**src/rtl/cpu_checker_stream_arbiter_if.sv**
```systemverilog
// rtl/cpu_checker_stream_arbiter_if.sv - two-source character streams into cpu_checker plus grant status
interface cpu_checker_stream_arbiter_if;
  logic [7:0] src0_char;
  logic       src0_valid;
  logic       src0_ready;
  logic [7:0] src1_char;
  logic       src1_valid;
  logic       src1_ready;
  logic [7:0] out_char;
  logic [1:0] out_owner;
  logic [7:0] abort_cnt;

  modport master (
    output src0_char, src0_valid, src1_char, src1_valid,
    input  src0_ready, src1_ready, out_char, out_owner, abort_cnt
  );

  modport slave (
    input  src0_char, src0_valid, src1_char, src1_valid,
    output src0_ready, src1_ready, out_char, out_owner, abort_cnt
  );
endinterface

```
**src/rtl/cpu_checker_stream_arbiter.sv**
```systemverilog
// rtl/cpu_checker_stream_arbiter.sv - record-atomic round-robin arbiter feeding cpu_checker's character input
module cpu_checker_stream_arbiter #(
  parameter int TIMEOUT = 16
) (
  input  logic                         clk,
  input  logic                         reset,
  cpu_checker_stream_arbiter_if.slave  bus
);

  localparam logic [7:0] TIMEOUT_C = 8'(TIMEOUT);
  localparam logic [7:0] CHAR_HASH = 8'h23;
  localparam logic [7:0] CHAR_SPC  = 8'h20;
  localparam logic [7:0] CHAR_NUL  = 8'h00;

  typedef enum logic [1:0] {
    IDLE   = 2'd0,
    GRANT0 = 2'd1,
    GRANT1 = 2'd2,
    ABORT  = 2'd3
  } state_t;

  state_t     state_q, state_d;
  logic [7:0] out_char_q, out_char_d;
  logic [7:0] abort_cnt_q, abort_cnt_d;
  logic [7:0] idle_cnt_q, idle_cnt_d;
  logic       last_q, last_d;

  logic       grant_src;
  logic       grant_valid;
  logic [7:0] grant_char;
  logic [7:0] idle_inc;

  assign grant_src   = (state_q == GRANT1);
  assign grant_valid = grant_src ? bus.src1_valid : bus.src0_valid;
  assign grant_char  = grant_src ? bus.src1_char  : bus.src0_char;
  assign idle_inc    = idle_cnt_q + 8'd1;

  always_ff @(posedge clk or negedge reset) begin
    if (!reset) begin
      state_q     <= IDLE;
      out_char_q  <= CHAR_NUL;
      abort_cnt_q <= 8'd0;
      idle_cnt_q  <= 8'd0;
      last_q      <= 1'b1;
    end else begin
      state_q     <= state_d;
      out_char_q  <= out_char_d;
      abort_cnt_q <= abort_cnt_d;
      idle_cnt_q  <= idle_cnt_d;
      last_q      <= last_d;
    end
  end

  always_comb begin
    state_d     = state_q;
    out_char_d  = CHAR_NUL;
    abort_cnt_d = abort_cnt_q;
    idle_cnt_d  = idle_cnt_q;
    last_d      = last_q;

    case (state_q)
      IDLE: begin
        idle_cnt_d = 8'd0;
        if (bus.src0_valid && bus.src1_valid) begin
          state_d = last_q ? GRANT0 : GRANT1;
        end else if (bus.src0_valid) begin
          state_d = GRANT0;
        end else if (bus.src1_valid) begin
          state_d = GRANT1;
        end
      end

      GRANT0, GRANT1: begin
        if (grant_valid) begin
          out_char_d = grant_char;
          idle_cnt_d = 8'd0;
          if (grant_char == CHAR_HASH) begin
            last_d  = grant_src;
            state_d = IDLE;
          end
        end else begin
          idle_cnt_d = idle_inc;
          // Evicted source is recorded now so the other side wins the next tie.
          if (idle_inc == TIMEOUT_C) begin
            last_d  = grant_src;
            state_d = ABORT;
          end
        end
      end

      ABORT: begin
        out_char_d = CHAR_SPC;
        if (abort_cnt_q != 8'hFF) begin
          abort_cnt_d = abort_cnt_q + 8'd1;
        end
        state_d = IDLE;
      end

      default: state_d = IDLE;
    endcase
  end

  assign bus.src0_ready = (state_q == GRANT0);
  assign bus.src1_ready = (state_q == GRANT1);
  assign bus.out_owner  = (state_q == GRANT0) ? 2'b01 :
                          (state_q == GRANT1) ? 2'b10 : 2'b00;
  assign bus.out_char   = out_char_q;
  assign bus.abort_cnt  = abort_cnt_q;

endmodule

```
**src/flat_wrapper.sv**
```systemverilog
// flat-port wrapper written by rule: the top's interface ports become plain ports
module cpu_checker_stream_arbiter_flat 
#(
  parameter int TIMEOUT = 16
)
  (clk, reset, bus_src0_char, bus_src0_valid, bus_src1_char, bus_src1_valid, bus_src0_ready, bus_src1_ready, bus_out_char, bus_out_owner, bus_abort_cnt);
  cpu_checker_stream_arbiter_if bus_i ();
  input  logic clk;
  input  logic reset;
  input wire logic [$bits(bus_i.src0_char)-1:0] bus_src0_char;
  input wire logic [$bits(bus_i.src0_valid)-1:0] bus_src0_valid;
  input wire logic [$bits(bus_i.src1_char)-1:0] bus_src1_char;
  input wire logic [$bits(bus_i.src1_valid)-1:0] bus_src1_valid;
  output wire logic [$bits(bus_i.src0_ready)-1:0] bus_src0_ready;
  output wire logic [$bits(bus_i.src1_ready)-1:0] bus_src1_ready;
  output wire logic [$bits(bus_i.out_char)-1:0] bus_out_char;
  output wire logic [$bits(bus_i.out_owner)-1:0] bus_out_owner;
  output wire logic [$bits(bus_i.abort_cnt)-1:0] bus_abort_cnt;
  assign bus_i.src0_char = bus_src0_char;
  assign bus_i.src0_valid = bus_src0_valid;
  assign bus_i.src1_char = bus_src1_char;
  assign bus_i.src1_valid = bus_src1_valid;
  assign bus_src0_ready = bus_i.src0_ready;
  assign bus_src1_ready = bus_i.src1_ready;
  assign bus_out_char = bus_i.out_char;
  assign bus_out_owner = bus_i.out_owner;
  assign bus_abort_cnt = bus_i.abort_cnt;
  cpu_checker_stream_arbiter #(.TIMEOUT(TIMEOUT)) u_core (.clk(clk), .reset(reset), .bus(bus_i));
endmodule
```
**config.mk**
```make
export PLATFORM = sky130hd
export DESIGN_NAME = cpu_checker_stream_arbiter_flat
export DESIGN_NICKNAME = d
export VERILOG_FILES = /design/src/rtl/cpu_checker_stream_arbiter_if.sv /design/src/rtl/cpu_checker_stream_arbiter.sv /design/src/flat_wrapper.sv
export SDC_FILE = /design/constraint.sdc
export NUM_CORES = 1
export LEC_CHECK = 0
export BUFFER_PORTS_ARGS = -buffer_cell sky130_fd_sc_hd__buf_2
export CAP_MARGIN = 10
export CORE_ASPECT_RATIO = 0.8
export CORE_MARGIN = 5
export CORE_UTILIZATION = 53
export DETAILED_ROUTE_END_ITERATION = 10
export GPL_TIMING_DRIVEN = 0
export PLACE_DENSITY = 0.77
export SYNTH_ARGS = -nofsm -noshare
export SYNTH_HDL_FRONTEND = slang
export SYNTH_SLANG_ARGS = --single-unit
```
**constraint.sdc**
```tcl
create_clock -name clk -period 3.4 [get_ports clk]
set_clock_uncertainty 0.1 [all_clocks]
set_input_delay 0.51 -clock clk [delete_from_list [all_inputs] [get_ports clk]]
set_output_delay 0.51 -clock clk [all_outputs]
set_load 0.05 [all_outputs]
```
# After elaboration in Yosys (flattened, before gate mapping)
# Index checks and enable logic that the tools add are counted.
[op_classes]
addsub = 2
eq_ne = 10
mux = 19
n_reduce_logical = 8
[op_table]
columns = ["op", "count"]
rows = [
  ["one-hot mux 8 bit (2 select lines)", 2],
  ["two-way mux 8 bit", 3],
  ["two-way mux 2 bit", 9],
  ["adder 8 x 1 -> 8 bit (second input constant)", 2],
  ["equality test 8 x 5 -> 1 bit (second input constant)", 1],
  ["equality test 8 x 6 -> 1 bit (second input constant)", 1],
  ["!= test 8 bit (second input constant)", 1],
  ["one-hot mux 2 bit (3 select lines)", 1],
  ["AND reduction 3 bit", 2],
  ["equality test 2 bit (second input constant)", 2],
  ["two-way mux 1 bit", 4],
  ["!= test 4 x 3 -> 1 bit (second input constant)", 1],
  ["nonzero test 2 bit", 2],
  ["!= test 3 x 1 -> 1 bit (second input constant)", 1],
  ["!= test 3 bit (second input constant)", 1],
  ["equality test 2 x 1 -> 1 bit (second input constant)", 1],
  ["logical NOT 2 bit", 1],
  ["!= test 2 bit (second input constant)", 1],
  ["AND reduction 2 bit", 1],
  ["OR reduction 2 bit", 1],
  ["logical AND 1 bit", 1],
]
[word_totals]
ff_bits = 27
output_inout_bits = 20
elab_cells = 44

# Logic depth before layout (Yosys ltp)
# Gate-level depths: netlist (run 1).
[logic_depth]
ltp_word = 6
mapped_depth = 8
ltp_nobuf = 7

# Least setup slack after synthesis (run 1)
# Ideal clock, no wire load.
[synth_timing]
kind = "register -> register"
from = "register u_core.state_q[0]"
to = "register u_core.idle_cnt_q[3]"
setup_ns = 0.095
arrival_ns = 2.213
required_ns = 3.205
slack_ns = 0.991
path_stages_with_launch = 9
path_cell_list = "dfrtp_1 > inv_1 > ha_1 > mux2_1 > or3_1 > clkbuf_1 > nor2_1 > o21ai_0 > o31ai_1"
[synth_between]
elab_chain_cells = 4
[synth_lines]
columns = ["item", "line_no", "source"]
rows = [
  ["start: declaration", "cpu_checker_stream_arbiter.sv:22", "state_t state_q, state_d;"],
  ["start signal: assignment", "cpu_checker_stream_arbiter.sv:46", "state_q <= state_d;"],
  ["equality test 2 bit (*)", "-", ""],
  ["via bus_src1_ready", "flat_wrapper.sv:15", "output wire logic [$bits(bus_i.src1_ready)-1:0] bus_src1_ready;"],
  ["two-way mux 1 bit", "cpu_checker_stream_arbiter.sv:34", "assign grant_valid = grant_src ? bus.src1_valid : bus.src0_valid;"],
  ["two-way mux 8 bit", "cpu_checker_stream_arbiter.sv:74", "if (grant_valid) begin"],
  ["one-hot mux 8 bit (2 select lines)", "cpu_checker_stream_arbiter.sv:61", "case (state_q)"],
  ["end signal: assignment", "cpu_checker_stream_arbiter.sv:49", "idle_cnt_q <= idle_cnt_d;"],
  ["end: declaration", "cpu_checker_stream_arbiter.sv:25", "logic [7:0] idle_cnt_q, idle_cnt_d;"],
]
# The timed path passes the listed nets; every way through them passes the cells marked *.
# A chain may end at the register's enable or synchronous reset.

# Final worst setup path (run 1)
[layout_timing]
from = "register u_core.state_q[0]"
to = "register u_core.idle_cnt_q[6]"
[layout_between]
elab_chain_cells = 4
[layout_lines]
columns = ["item", "line_no"]
rows = [
  ["equality test 2 bit", "cpu_checker_stream_arbiter.sv:33, cpu_checker_stream_arbiter.sv:61"],
  ["two-way mux 1 bit", "cpu_checker_stream_arbiter.sv:34"],
  ["two-way mux 8 bit", "cpu_checker_stream_arbiter.sv:74"],
  ["one-hot mux 8 bit (2 select lines)", "cpu_checker_stream_arbiter.sv:61"],
]
# Parallel ways exist; a longest one is shown, timed or not.

==> results of run 1 <==
## cell usage after synthesis, drive strengths merged, types with 3 or more instances
| master | number |
|---|---|
| o31ai | 4 |
| nor2 | 13 |
| nor4bb | 3 |
| a21oi | 4 |
| xor2 | 3 |
| nand4b | 4 |
| nand3 | 10 |
| ha | 7 |
| o21ai | 13 |
| xnor2 | 5 |
| mux2 | 5 |
| inv | 8 |
| buf | 3 |
| dfrtp | 26 |
| mux2i | 8 |
| and3 | 3 |
| nand2 | 7 |
## cell families after synthesis
family                     after synthesis  synth area share
and+or+nand+nor                         54             0.206
AOI/OAI and AO/OA                       27             0.117
DFF                                     27             0.444
buffers and inverters                   13            0.0378
muxes                                   13            0.0920
xor gates and xnor gates                 8            0.0460
adders and majority gates                7            0.0575
## state kept, by name, summed over array words and instances, names as in the netlist
register and flops:
u_core.bus.abort_cnt 8, u_core.last_q 1, u_core.idle_cnt_q 8, u_core.bus.out_char 8, u_core.state_q 2
## routing by layer
metal | wire length, um | global-route usage | up-vias | part of all wire
li1 | - | - | 622 | -
met1 | 1490 | 0.228 | 597 | 0.46
met2 | 1510 | 0.292 | 36 | 0.47
met3 | 192 | 0.0312 | 2 | 0.060
met4 | 20 | 0.0574 | 0 | 0.0062
met5 | 0 | 0 | - | 0
## final timing paths
kind / from / to / slack [ns] / depth (start not counted)
hold / removal: reset / u_core.idle_cnt_q[4]$_DFFE_PN0P_ / 0.06 / 1
setup reg to reg: u_core.state_q[0]$_DFFE_PN0P_ / u_core.idle_cnt_q[6]$_DFFE_PN0P_ / 1.03 / 6
max in group asynchronous: reset / u_core.last_q$_DFFE_PN1P_ / 2.76 / 1
min in group clk: bus_src0_char[2] / u_core.bus.out_char[2]$_DFF_PN0_ / 0.36 / 3
hold reg to reg: u_core.bus.abort_cnt[6]$_DFFE_PN0P_ / u_core.bus.abort_cnt[6]$_DFFE_PN0P_ / 0.41 / 1
setup / recovery: u_core.state_q[0]$_DFFE_PN0P_ / u_core.idle_cnt_q[6]$_DFFE_PN0P_ / 1.03 / 6
## report_power, final
part / internal [W] / switching, W / leakage (nW)
logic: 0.000262 / 0.000576 / 0.502
registers: 0.000400 / 0.0000738 / 0.359
clock network: 0.0000450 / 0.0000936 / 0.0139
total: 0.000707 / 0.000744 / 0.875
## metrics by stage
stage	hold slack, ns	cell area [um2]	worst slack [ns]	instances
2_1_floorplan	0.114	1520	0.991	149
3_3_place_gp	0.375	1770	1.09	226
3_5_place_dp	0.387	1770	1.03	226
4_1_cts	0.0620	1800	1.02	230
5_1_grt	0.0953	1800	0.864	230
6_report	0.0575	1800	1.03	230
## area by class of cell
cell class / instances / area [um2] / area share
plain buffers: 5 / 27.5 / 0.0153
clock buffers: 3 / 22.5 / 0.0125
clock inverters: 1 / 7.51 / 0.00418
inverters: 8 / 30.0 / 0.0167
multi-input cells: 109 / 790 / 0.439
flip-flops and latches: 27 / 677 / 0.377
well taps: 38 / 47.5 / 0.0265
repair buffers: 39 / 195 / 0.109
## critical path: cells and delay by family, from the launching register on
family,cells,cell delay (ns)
AND/OR/NAND/NOR,1,0.38
adder cells (fa/ha/maj),1,0.31
AO/OA/AOI/OAI,1,0.30
multiplexers,1,0.37
flip-flops,1,0.46
buffers and inverters,2,0.36
==> run metrics, run 1 <==
status=completed; die height=58.0 um; fillers=222; post_cts resized=0; Async S/R FF share, synth=1.00; DRT Pass-1 Iters=5; top cells by area, synth=dfrtp_1, ha_1, mux2i_1; Max Cap Violations=0; number of I/O pins=40; CTS Root Buffer Type=clkbuf_4; setup bufs post-CTS=0; unrepaired setup endpoints after global routing=no; Synth Register Bits=27; maximum buffer depth of the clock tree=2; CP startpoint kind=register; antenna diode count=0; clk_lat worst skew=0.33 ns; synthesized netlist cell count=149; Final Max Slew Viols=0; CTS sink count=27; Pwr Total=0.00145 W; width of the die=70.0 um; Die Area=4050 um2; Rows=17; commonest non-fill, non-tap cell in the layout=buf_2; number of CTS-inserted buffers=3; DRC viols=0; Final Hold Viols=0; crit path kind=reg -> reg; hold crit path type=in -> async; Layout Area Growth over Synthesis=17.9%; CP endpoint kind=register; initial core utilization=0.551; ys flop type=dfrtp_1; share of the clock period used by the worst path=0.696; CP arrival=2.51 ns; fraction of layout cells with a size suffix above 1=0.292; EDFF count, synth=0; required time of the critical path=3.54 ns; HPWL Detailed=2.50 mm; vias per cell=5.47; Post-CTS Hold Buffers=0; first-pass GRT wire length=5.64 mm; PD cells=807 nW/um2; vias in the first global route=1195; Mapped Area=1520 um2; Setup-failing EPs final=0; port buffer count=39; WL per Instance=14.0 um; Core ar.=2770 um2; post-synth top area cell=dfrtp_1; Detailed Route WL=3.21 mm; via count=1257; commonest non-fill, non-tap cells in the layout=buf_2, dfrtp_1, nor2_1; synth warn=0; H-tree Lvls=1; Final Util=0.650; syn_nets=176; Seq/Total Area, Yosys=0.444; Worst Tran Pin Value=0.575 ns; Antenna Nets Post-Route=0; GRT Overall Usage=0.173; fmax=0.423 GHz; register clock-pin slew on the reported worst setup and hold paths=0.15 ns; synth unique cells=41; Placer Congestion=0.892; DRC violation total after the first TritonRoute iteration=29; fin nets=220; post-synth top area share=0.427; Leak=0.875 nW; critical-path maximum fanout=10; post-route setup TNS=0 ns; CTS tree=yes; crit-path max cell delay=0.46 ns; Final min period=2.37 ns; Crit-path slowest cell=dfrtp_1; Congestion Overflow GR=0; syn avg cell area=10.2 um2; VDD IR max=0.516 mV; largest net degree at the start of global routing=28; initial antenna violation count=0; crit path cell chain=inv_1 > ha_1 > mux2_1 > or3_1 > clkbuf_1 > o31ai_1; Worst slew margin=0.617
(Power assumes the default switching activity.)
==> inputs of run 2 (changes only) <==
--- a/config.mk
+++ b/config.mk
@@ -5,14 +5,15 @@
 export SDC_FILE = /design/constraint.sdc
 export NUM_CORES = 1
 export LEC_CHECK = 0
+export ABC_AREA = 1
 export BUFFER_PORTS_ARGS = -buffer_cell sky130_fd_sc_hd__buf_2
 export CAP_MARGIN = 10
 export CORE_ASPECT_RATIO = 0.8
 export CORE_MARGIN = 5
-export CORE_UTILIZATION = 53
+export CORE_UTILIZATION = 52
 export DETAILED_ROUTE_END_ITERATION = 10
 export GPL_TIMING_DRIVEN = 0
-export PLACE_DENSITY = 0.77
+export PLACE_DENSITY = 0.76
 export SYNTH_ARGS = -nofsm -noshare
 export SYNTH_HDL_FRONTEND = slang
 export SYNTH_SLANG_ARGS = --single-unit
==> constraint.sdc (replaced) <==
create_clock -name clk -period 2.25 [get_ports clk]
set_clock_uncertainty 0.1 [all_clocks]
set_input_delay 0.3375 -clock clk [delete_from_list [all_inputs] [get_ports clk]]
set_output_delay 0.3375 -clock clk [all_outputs]
set_load 0.05 [all_outputs]
==> run metrics, run 2 <==
CTS tree=yes; Core ar.=2790 um2 (+0.77%); synth unique cells=31 (-24%); number of CTS-inserted buffers=3 (unchanged); Async S/R FF share, synth=1.00 (unchanged); commonest non-fill, non-tap cell in the layout=nand2_1; syn_nets=212 (+20%); Seq/Total Area, Yosys=0.445 (+0.000731); Max Cap Violations=0 (unchanged); port buffer count=39 (unchanged); Worst Path Buf+Inv=2 (unchanged); WL per Instance=10.9 um (-22%); vias in the first global route=1176 (-1.6%); largest net degree at the start of global routing=28 (unchanged); GRT Overall Usage=0.150 (-0.0237); Die Area=4110 um2 (+1.5%); CP most frequent cell=nand2_1; hold crit path type=in -> reg; maximum buffer depth of the clock tree=2 (unchanged); critical path's top delay family=simple AND/OR/NAND/NOR gates; Worst slew margin=0.614 (-0.00250); EDFF count, synth=0 (unchanged); vias per cell=4.83 (-12%); fraction of layout cells with a size suffix above 1=0.284 (-0.00782); unrepaired setup endpoints after global routing=no; antenna diode count=0 (unchanged); via count=1289 (+2.5%); DP Area=1760 um2 (-0.14%); HPWL Detailed=2.28 mm (-8.8%); Setup-failing EPs final=0 (unchanged); Worst Tran Pin Value=0.579 ns (+0.00375 ns); DRT Pass-1 Iters=4 (-1); count leader, synth=nand2_1; CTS Root Buffer Type=clkbuf_8; share of the clock period used by the worst path=0.899 (+0.203); crit path cell chain=inv_1 > ha_1 > buf_6 > nand2_1 > nand2_1 > nor2_1 > nand2_1 > nor2_1 > nand3_1 > nand3_2 > nand2_1 > nand2_1 > nand2_1; crit path kind=reg -> reg; fin nets=257 (+17%); CP arrival=2.09 ns (-0.42 ns); post-synth top area share=0.428 (+0.000702); Final min period=2.02 ns (-0.343 ns); Worst Setup SP=u_core.state_q[0]$_DFFE_PN0P_; first-pass GRT wire length=4.99 mm (-12%); setup bufs post-CTS=0 (unchanged); CP startpoint kind=register; register clock-pin slew on the reported worst setup and hold paths=0.09 ns (-0.06 ns); worst hold path startpoint=bus_src1_char[2]; commonest non-fill, non-tap cells in the layout=nand2_1, buf_2, dfrtp_1; Post-CTS Hold Buffers=1 (+1); number of I/O pins=40 (unchanged); initial core utilization=0.546 (-0.00511); Final Max Slew Viols=0 (unchanged); Final Hold Viols=0 (unchanged); synthesized netlist cell count=185 (+24%); H-tree Lvls=1 (unchanged); syn avg cell area=8.22 um2 (-20%); Placer Congestion=0.838 (-6.0%); Crit-path slowest cell=dfrtp_1; PD cells=1110 nW/um2 (+37%); design area=1820 um2 (+1.3%); Antenna Nets Post-Route=0 (unchanged); Layout Area Growth over Synthesis=19.7%; CTS sink count=27 (unchanged); DRC viols=0 (unchanged); post-route setup TNS=0 ns (unchanged); post-synth top area cell=dfrtp_1; required time of the critical path=2.32 ns (-1.22 ns); crit-path max cell delay=0.43 ns (-0.03 ns); die height=58.4 um (+0.72%); Leak=0.971 nW (+11%); width of the die=70.5 um (+0.75%); Final Util=0.653 (+0.00357); ys flop type=dfrtp_1; Post-synth top cells=nand2_1, dfrtp_1, inv_1; Rows=17 (unchanged); DRC violation total after the first TritonRoute iteration=77 (+170%); critical-path maximum fanout=10 (unchanged); initial antenna violation count=0 (unchanged); Mapped Area=1520 um2 (-0.16%); status=completed; Synth Register Bits=27 (unchanged); CP endpoint kind=register; top cells by area, synth=dfrtp_1, nand2_1, ha_1; R2R Path Start=u_core.state_q[0]$_DFFE_PN0P_; clk_lat worst skew=0.27 ns (-0.06 ns); fmax=0.494 GHz (+17%); Detailed Route WL=2.92 mm (-9.0%); VDD IR max=0.841 mV (+63%); post_cts resized=0 (unchanged); synth warn=0 (unchanged); Congestion Overflow GR=0 (unchanged); Pwr Total=0.00202 W (+39%)
[run 2: changes by cell type after synthesis, moves of 4 or more]
cell,previous run,this run
inv_1,8,17
o21ai_0,10,0
nand4b_1,4,0
o21ai_1,3,12
inv_2,0,5
or2_1,0,4
nand2_1,7,52
mux2i_1,8,0
[run 2: metal layers]
metal / share of wire / wire (um) / up-vias / global-route usage
met5: 0 / 0 / - / 0
met4: 0.014 / 41 / 0 / 0.0574
met3: 0.061 / 177 / 7 / 0.0273
met2: 0.44 / 1280 / 39 / 0.244
met1: 0.49 / 1420 / 570 / 0.200
li1: - / - / 673 / -
[run 2: final timing paths]
| check | end | cells past startpoint | slack, ns |
|---|---|---|---|
| hold reg to reg | u_core.last_q$_DFFE_PN1P_ | 2 | 0.38 |
| min in group asynchronous | u_core.bus.abort_cnt[3]$_DFFE_PN0P_ | 2 | 0.49 |
| setup / recovery | u_core.state_q[0]$_DFFE_PN0P_ | 13 | 0.23 |
| setup reg to reg | u_core.state_q[0]$_DFFE_PN0P_ | 13 | 0.23 |
| max in group asynchronous | u_core.bus.out_char[4]$_DFF_PN0_ | 2 | 1.18 |
| hold / removal | u_core.bus.out_char[2]$_DFF_PN0_ | 3 | 0.24 |
[run 2: area by class of cell]
type	count	area [um2]
sequential	27	677
fill	273	966
clock buffer	3	41.3
timing repair buffer	40	205
buffer	3	26.3
tap	38	47.5
multi-input combinational	132	732
clock inverter	1	5.00
inverter	23	86.3
[run 2: worst min-delay path, delay by kind of cell]
| kind | cells | cell delay (ns) |
|---|---|---|
| compound gates | 1 | 0.06 |
| buf+inv | 1 | 0.08 |
| simple gates | 1 | 0.10 |
[run 2: kinds of logic (layout without fill, tap and decap cells)]
logic type,Yosys count,after routing,synth area share
and+or+nand+nor,95,95,0.283
DFF,27,27,0.445
AOI/OAI and AO/OA,22,22,0.0946
buffers and inverters,26,70,0.0740
xor gates and xnor gates,8,8,0.0460
adders and majority gates,7,7,0.0576
[run 2: per-stage QoR]
stage | std cells | hold slack [ns] | worst slack [ns]
3_3_place_gp | 262 | 0.274 | 0.295
5_1_grt | 267 | 0.263 | 0.0582
3_5_place_dp | 262 | 0.272 | 0.285
4_1_cts | 267 | 0.239 | 0.220
2_1_floorplan | 185 | -0.0581 | 0.112
6_report | 267 | 0.244 | 0.227
[run 2: power breakdown]
group          leakage, nW  switching, W  internal, W
combinational        0.582      0.000777     0.000305
sequential           0.363     0.0000823     0.000586
clock               0.0255      0.000146     0.000124
